[src/rtl/bitwave_pkg.sv]
// Shared types and width helpers for the BitWave bit-column MAC.
package bitwave_pkg;

    typedef enum logic [1:0] {
        IDLE  = 2'd0,
        RUN   = 2'd1,
        DRAIN = 2'd2,
        OUT   = 2'd3
    } state_t;

    // Width of one column's lane sum: sign-extended act plus tree growth.
    function automatic int unsigned tree_width(input int unsigned data_width,
                                               input int unsigned vec_length);
        return data_width + 1 + $clog2(vec_length);
    endfunction

    function automatic int unsigned acc_width(input int unsigned data_width,
                                              input int unsigned vec_length,
                                              input int unsigned mag_cols,
                                              input int unsigned acc_guard);
        return tree_width(data_width, vec_length) + mag_cols + acc_guard;
    endfunction

endpackage

[src/rtl/bitwave_col_tree.sv]
// One weight bit-column: per-lane conditional negate/select, then a binary adder tree.
module bitwave_col_tree
    import bitwave_pkg::*;
#(
    parameter int unsigned DATA_WIDTH = 8,
    parameter int unsigned VEC_LENGTH = 16
) (
    input  logic [VEC_LENGTH*DATA_WIDTH-1:0]                   act,
    input  logic [VEC_LENGTH-1:0]                              w_sign,
    input  logic [VEC_LENGTH-1:0]                              col_bits,
    output logic signed [tree_width(DATA_WIDTH, VEC_LENGTH)-1:0] col_sum
);

    localparam int unsigned TW     = tree_width(DATA_WIDTH, VEC_LENGTH);
    localparam int unsigned LEVELS = $clog2(VEC_LENGTH);

    for (genvar lv = 0; lv <= LEVELS; lv++) begin : g_lvl
        logic signed [TW-1:0] n [VEC_LENGTH >> lv];

        if (lv == 0) begin : g_leaf
            // One extra bit so the most negative activation negates exactly.
            for (genvar i = 0; i < VEC_LENGTH; i++) begin : g_lane
                logic signed [DATA_WIDTH:0] a_ext;
                logic signed [DATA_WIDTH:0] term;
                assign a_ext = {act[i*DATA_WIDTH+DATA_WIDTH-1], act[i*DATA_WIDTH +: DATA_WIDTH]};
                assign term  = col_bits[i] ? (w_sign[i] ? -a_ext : a_ext) : '0;
                assign n[i]  = TW'(term);
            end
        end else begin : g_sum
            for (genvar j = 0; j < (VEC_LENGTH >> lv); j++) begin : g_node
                assign n[j] = g_lvl[lv-1].n[2*j] + g_lvl[lv-1].n[2*j+1];
            end
        end
    end

    assign col_sum = g_lvl[LEVELS].n[0];

endmodule

[src/rtl/bitwave_mac_seq.sv]
// Self-sequencing bit-column MAC: walks the set columns of a mask one per cycle,
// accumulates across vectors and emits a shifted, saturated result.
module bitwave_mac_seq
    import bitwave_pkg::*;
#(
    parameter int unsigned DATA_WIDTH   = 8,
    parameter int unsigned VEC_LENGTH   = 16,
    parameter int unsigned W_PREC       = 8,
    parameter int unsigned ACC_GUARD    = 8,
    parameter int unsigned ACC_WIDTH    = acc_width(DATA_WIDTH, VEC_LENGTH, W_PREC - 1, ACC_GUARD),
    parameter int unsigned OUT_SHIFT    = 8,
    parameter int unsigned RESULT_WIDTH = 16
) (
    input  logic                               clk,
    input  logic                               reset,
    input  logic                               in_valid,
    output logic                               in_ready,
    input  logic [VEC_LENGTH*DATA_WIDTH-1:0]   act,
    input  logic [VEC_LENGTH-1:0]              w_sign,
    input  logic [VEC_LENGTH*(W_PREC-1)-1:0]   w_mag,
    input  logic [W_PREC-2:0]                  col_mask,
    input  logic                               in_first,
    input  logic                               in_last,
    output logic                               out_valid,
    input  logic                               out_ready,
    output logic signed [RESULT_WIDTH-1:0]     result,
    output logic                               sat
);

    localparam int unsigned M  = W_PREC - 1;
    localparam int unsigned TW = tree_width(DATA_WIDTH, VEC_LENGTH);
    localparam int unsigned MW = (M > 1) ? $clog2(M) : 1;
    localparam int unsigned PW = TW + M;
    localparam logic signed [ACC_WIDTH-1:0] SAT_MAX =
        ACC_WIDTH'((64'sd1 <<< (RESULT_WIDTH - 1)) - 64'sd1);
    localparam logic signed [ACC_WIDTH-1:0] SAT_MIN = ~SAT_MAX;

    state_t state, state_next;

    logic [VEC_LENGTH*DATA_WIDTH-1:0] act_reg;
    logic [VEC_LENGTH-1:0]            sign_reg;
    logic [M-1:0]                     w_mag_lane [VEC_LENGTH];
    logic [M-1:0]                     mag_lane   [VEC_LENGTH];
    logic [M-1:0]                     rem_mask, rem_mask_next;
    logic                             last_reg;
    logic signed [PW-1:0]             psum_reg, col_shifted;
    logic                             psum_pend;
    logic signed [ACC_WIDTH-1:0]      acc, acc_next, acc_shifted;
    logic [MW-1:0]                    col_idx;
    logic [VEC_LENGTH-1:0]            col_bits;
    logic signed [TW-1:0]             col_sum;
    logic                             accept;
    logic                             in_ready_d, out_valid_d, load_result;
    logic signed [RESULT_WIDTH-1:0]   result_d;
    logic                             sat_d;

    assign accept = in_valid && (state == IDLE);

    for (genvar i = 0; i < VEC_LENGTH; i++) begin : g_unpack
        assign w_mag_lane[i] = w_mag[i*M +: M];
        assign col_bits[i]   = mag_lane[i][col_idx];
    end

    // Lowest remaining column is issued first.
    always_comb begin
        col_idx = '0;
        for (int k = M - 1; k >= 0; k--) begin
            if (rem_mask[k]) col_idx = MW'(k);
        end
        rem_mask_next = rem_mask & (rem_mask - M'(1));
    end

    bitwave_col_tree #(
        .DATA_WIDTH (DATA_WIDTH),
        .VEC_LENGTH (VEC_LENGTH)
    ) u_col_tree (
        .act      (act_reg),
        .w_sign   (sign_reg),
        .col_bits (col_bits),
        .col_sum  (col_sum)
    );

    assign col_shifted = PW'(col_sum) <<< col_idx;

    always_ff @(posedge clk) begin
        if (reset) state <= IDLE;
        else       state <= state_next;
    end

    always_comb begin
        state_next = state;
        unique case (state)
            IDLE: begin
                if (accept) begin
                    if (col_mask != '0) state_next = RUN;
                    else if (in_last)   state_next = OUT;
                end
            end
            RUN:     if (rem_mask_next == '0) state_next = DRAIN;
            DRAIN:   state_next = last_reg ? OUT : IDLE;
            OUT:     if (out_ready) state_next = IDLE;
            default: state_next = IDLE;
        endcase
    end

    // Handshake flags are registered from the next state; result loads on entry to OUT.
    always_comb begin
        in_ready_d  = (state_next == IDLE);
        out_valid_d = (state_next == OUT);
        load_result = (state_next == OUT) && (state != OUT);
    end

    always_comb begin
        acc_next = acc;
        if (accept && in_first) acc_next = '0;
        if (psum_pend)          acc_next = acc + ACC_WIDTH'(psum_reg);
        acc_shifted = acc_next >>> OUT_SHIFT;
        if (acc_shifted > SAT_MAX) begin
            result_d = RESULT_WIDTH'(SAT_MAX);
            sat_d    = 1'b1;
        end else if (acc_shifted < SAT_MIN) begin
            result_d = RESULT_WIDTH'(SAT_MIN);
            sat_d    = 1'b1;
        end else begin
            result_d = RESULT_WIDTH'(acc_shifted);
            sat_d    = 1'b0;
        end
    end

    always_ff @(posedge clk) begin
        if (reset) begin
            in_ready  <= 1'b1;
            out_valid <= 1'b0;
            result    <= '0;
            sat       <= 1'b0;
            acc       <= '0;
            psum_reg  <= '0;
            psum_pend <= 1'b0;
            rem_mask  <= '0;
            last_reg  <= 1'b0;
            act_reg   <= '0;
            sign_reg  <= '0;
            for (int i = 0; i < VEC_LENGTH; i++) mag_lane[i] <= '0;
        end else begin
            in_ready  <= in_ready_d;
            out_valid <= out_valid_d;
            acc       <= acc_next;
            psum_pend <= (state == RUN);
            if (state == RUN) begin
                psum_reg <= col_shifted;
                rem_mask <= rem_mask_next;
            end
            if (accept) begin
                act_reg  <= act;
                sign_reg <= w_sign;
                mag_lane <= w_mag_lane;
                rem_mask <= col_mask;
                last_reg <= in_last;
            end
            if (load_result) begin
                result <= result_d;
                sat    <= sat_d;
            end
        end
    end

endmodule

[config.mk]
export PLATFORM = sky130hd
export DESIGN_NAME = bitwave_mac_seq
export DESIGN_NICKNAME = d
export VERILOG_FILES = /design/src/rtl/bitwave_pkg.sv /design/src/rtl/bitwave_col_tree.sv /design/src/rtl/bitwave_mac_seq.sv
export SDC_FILE = /design/constraint.sdc
export NUM_CORES = 1
export LEC_CHECK = 0
export ABC_AREA = 1
export CAP_MARGIN = 20
export CORE_MARGIN = 4
export CORE_UTILIZATION = 50
export DETAILED_ROUTE_END_ITERATION = 7
export HOLD_SLACK_MARGIN = 0.02
export PLACE_DENSITY = 0.81
export SYNTH_ARGS = -nofsm -noshare
export SYNTH_HDL_FRONTEND = slang
export SYNTH_SLANG_ARGS = --single-unit
export TNS_END_PERCENT = 5
[constraint.sdc]
create_clock -name clk -period 8.2 [get_ports clk]
set_input_delay 0.82 -clock clk [delete_from_list [all_inputs] [get_ports clk]]
set_output_delay 0.82 -clock clk [all_outputs]
set_load 0.02 [all_outputs]
==> results by group <==
Outcome
  • Outcome: completed

Yosys
  • Most frequent cell after synthesis: nor2_1
  • Area leader, netlist: dfxtp_1
  • Mean Syn Cell Area: ~6.9 um2
  • Post-Syn Instances: ~3300
  • Post-synthesis async set-or-reset flop share: 0%
  • EDFF count, synth: 0
  • Post-synth top cells: nor2_1 (634), nand2_1 (427), o21ai_0 (401), inv_1 (393), dfxtp_1 (334)
  • Cell variety after synth: 44
  • Warnings, synthesis: 0
  • Yosys reg bits: 334
  • Post-Syn Area: 22700 um2
  • Synth top area share: 29.5%
  • Ys flop type: dfxtp_1
  • Synth area leaders: dfxtp_1 (29%), nor2_1 (10%), o21ai_0 (8.8%)
  • Sequential area share after synthesis: slightly below 30%
  • Syn Nets: ~3800

Finish
  • Antenna cells: 0
  • FILL cells: around 4100
  • Post-Layout Cell Count: 4122
  • Max reg flops: 128
  • Layout area overhead: 21.0%
  • Layout Nets: roughly 4000
  • Share of cells above drive strength 1: under 10%

Route
  • Via Count: roughly 22000
  • WL/cell: ~16 um
  • Final WL: about 66000 um
  • Post-route ant nets: 0
  • DRC violations left: 0
  • DRT iter0 DRCs: about 1600
  • Vias per inst: between 5 and 6
  • TritonRoute pass-1 iters: 6

Clocking
  • Num CTS Buffers: 38
  • Clock Tree Root: clkbuf_16
  • Hold-fix buffer count after cts: 0
  • H-tree depth: 2
  • TritonCTS clock tree: built
  • Clock Latency Late Sink: a little under 0.6 ns
  • Maximum clock insertion buffer count: 3
  • CTS clock-pin slew for the worst setup and hold paths: around 0.070 ns
  • CTS sink count: about 330

Worst setup path
  • CP endpoint kind: flop
  • WS Path Type: flop to flop
  • R2r startpoint: rem_mask[4]
  • Most used cell, CP: nand2_1
  • Critical path buffers and inverters: 6
  • Critical path launch point type: flop
  • Slowest CP cell: fa_1
  • Family with the most delay on the worst path: adder cells
  • CP Data Required Time: about 8.6 ns
  • Maximum fanout along the worst path: 12
  • Arrival time worst endpoint: ~8 ns
  • Max incr delay on CP: 0.54 ns
  • Worst Setup SP: rem_mask[4]

Timing
  • RSZ-0062 raised after global routing: true
  • Fmax: approximately 0.13 GHz
  • Final Skew: between 0.015 and 0.02 ns
  • Post-route minimum period: just under 8 ns
  • Hold Fails Final Rpt: 0
  • Final Cycle Share: between 90 and 100%
  • Relative slew slack: a little under two fifths
  • # setup viols final: 0
  • Least-Margin Pin Slew: between 0.9 and 1 ns
  • Max-slew violations: 0
  • Hold slack: 0.471 ns
  • Setup tns final: 0 ns

Floorplanning
  • Core Area: roughly 45000 um2
  • Initial Utilization: 51.0%
  • FP Rows: a little under 80
  • Full die area: roughly 50000 um2
  • Die Span Y: around 220 um
  • IO Count: about 290
  • Die Width: between 200 and 250 um

Pwr
  • Overall power: approximately 0.013 W
  • Comb power frac: a little over two thirds
  • P_leak: between 10 and 15 nW
  • Reg power frac: approximately 15%
  • Psw: roughly 0.007 W
  • Internal power: 0.00643 W
  • Net Sw Frac: 52.0%
  • Worst vdd ir: approximately 0.96 mV
  • Power Density: between 400 and 500 nW/um2
  • Clock power share: approximately 14%

Placement
  • DP Cell Count: 4044
  • RePlAce Congestion: around 0.94
  • PortBufs: roughly 290
  • DP HPWL: between 50000 and 60000 um

GRT
  • Largest net degree at the start of global routing: about 120
  • First-pass GRT wire length: roughly 110000 um
  • Gr usage total: about a quarter
  • Vias in the first global route: around 21000
  • Initial antenna violation count: 0
  • Global route total overflow: 0

Run
  • Max Cap Viol: 0

Hold path
  • Worst hold start: last_reg
  • HP Class: flop to flop
worst paths after layout:
| kind | slack [ns] | depth (start not counted) | endpoint |
|---|---|---|---|
| setup / recovery | 0.49 | 38 | psum_reg[13] |
| hold / removal | 0.47 | 2 | last_reg |
| setup reg to reg | 0.49 | 38 | psum_reg[13] |
| hold reg to reg | 0.47 | 2 | last_reg |
per-stage QoR:
| stage | area [um2] | setup slack [ns] | utilization, % |
|---|---|---|---|
| after floorplan | 22700 | 1.34 | - |
| after global placement | 25900 | 0.380 | 58.2 |
| after detailed placement | 25900 | 0.292 | 58.2 |
| after CTS | 27300 | 0.257 | 61.4 |
| after global routing | 27500 | -0.0511 | 61.7 |
| final | 27500 | 0.494 | 61.7 |
worst min-delay path, stage by stage (launching register included):
cell and delay [ns]:
dfxtp_1 0.31, nand2_1 0.06, a21oi_1 0.06
power by group through the flow:
| stage | Clock (W) | Combinational [W] | Sequential (W) |
|---|---|---|---|
| floorplan | 0 | 0.00714 | 0.00199 |
| global placement | 0 | 0.00923 | 0.00205 |
| detailed placement | 0 | 0.00929 | 0.00205 |
| CTS | 0.00194 | 0.00935 | 0.00202 |
| global route | 0.00201 | 0.0109 | 0.00205 |
| finish | 0.00191 | 0.00947 | 0.00202 |
cell usage in the layout, fill, tap and decap left out, drive strengths merged, types with 98 or more instances in the layout:
master,Yosys,layout
o21ai,404,404
clkdlybuf4s50,0,286
nand2,435,435
nand3,106,106
inv,396,400
ha,128,128
nor2,644,644
dfxtp,334,334
a21oi,277,277
xor2,98,98
what timing repair did:
item,CTS,global route
resized for setup,0,22
setup buffers,0,8
endpoints found under the setup margin,0,12
cell type report:
class                           instances  area, um2  area share (%)
Inverter                              396       1500            5.47
Timing Repair inverter                  1       5.00          0.0182
Sequential cell                       334       6690            24.4
Clock buffer                           49       1070            3.91
Clock inverter                         20        343            1.25
Multi-Input combinational cell       2411      14000            50.9
Timing Repair Buffer                  319       3120            11.4
Tap cell                              592        741            2.70
routing by layer:
layer | share of wire, % | vias up | global-route usage (%)
li1 | - | 11100 | -
met1 | 46 | 10100 | 36.6
met2 | 45 | 664 | 42.4
met3 | 7.1 | 95 | 4.88
met4 | 2.2 | 0 | 5.70
met5 | 0 | - | 0
logic make-up (layout without fill, tap and decap cells):
group                      Yosys count  after routing  share of synthesized area, %
and+or+nand+nor                   1279           1279                          23.0
AOI/OAI and AO/OA                  801            801                          19.9
buffers and inverters              544            785                          9.21
DFF                                334            334                          29.5
adders and majority gates          200            200                          13.4
xor gates and xnor gates           131            131                          5.06
(Power assumes the default switching activity.)
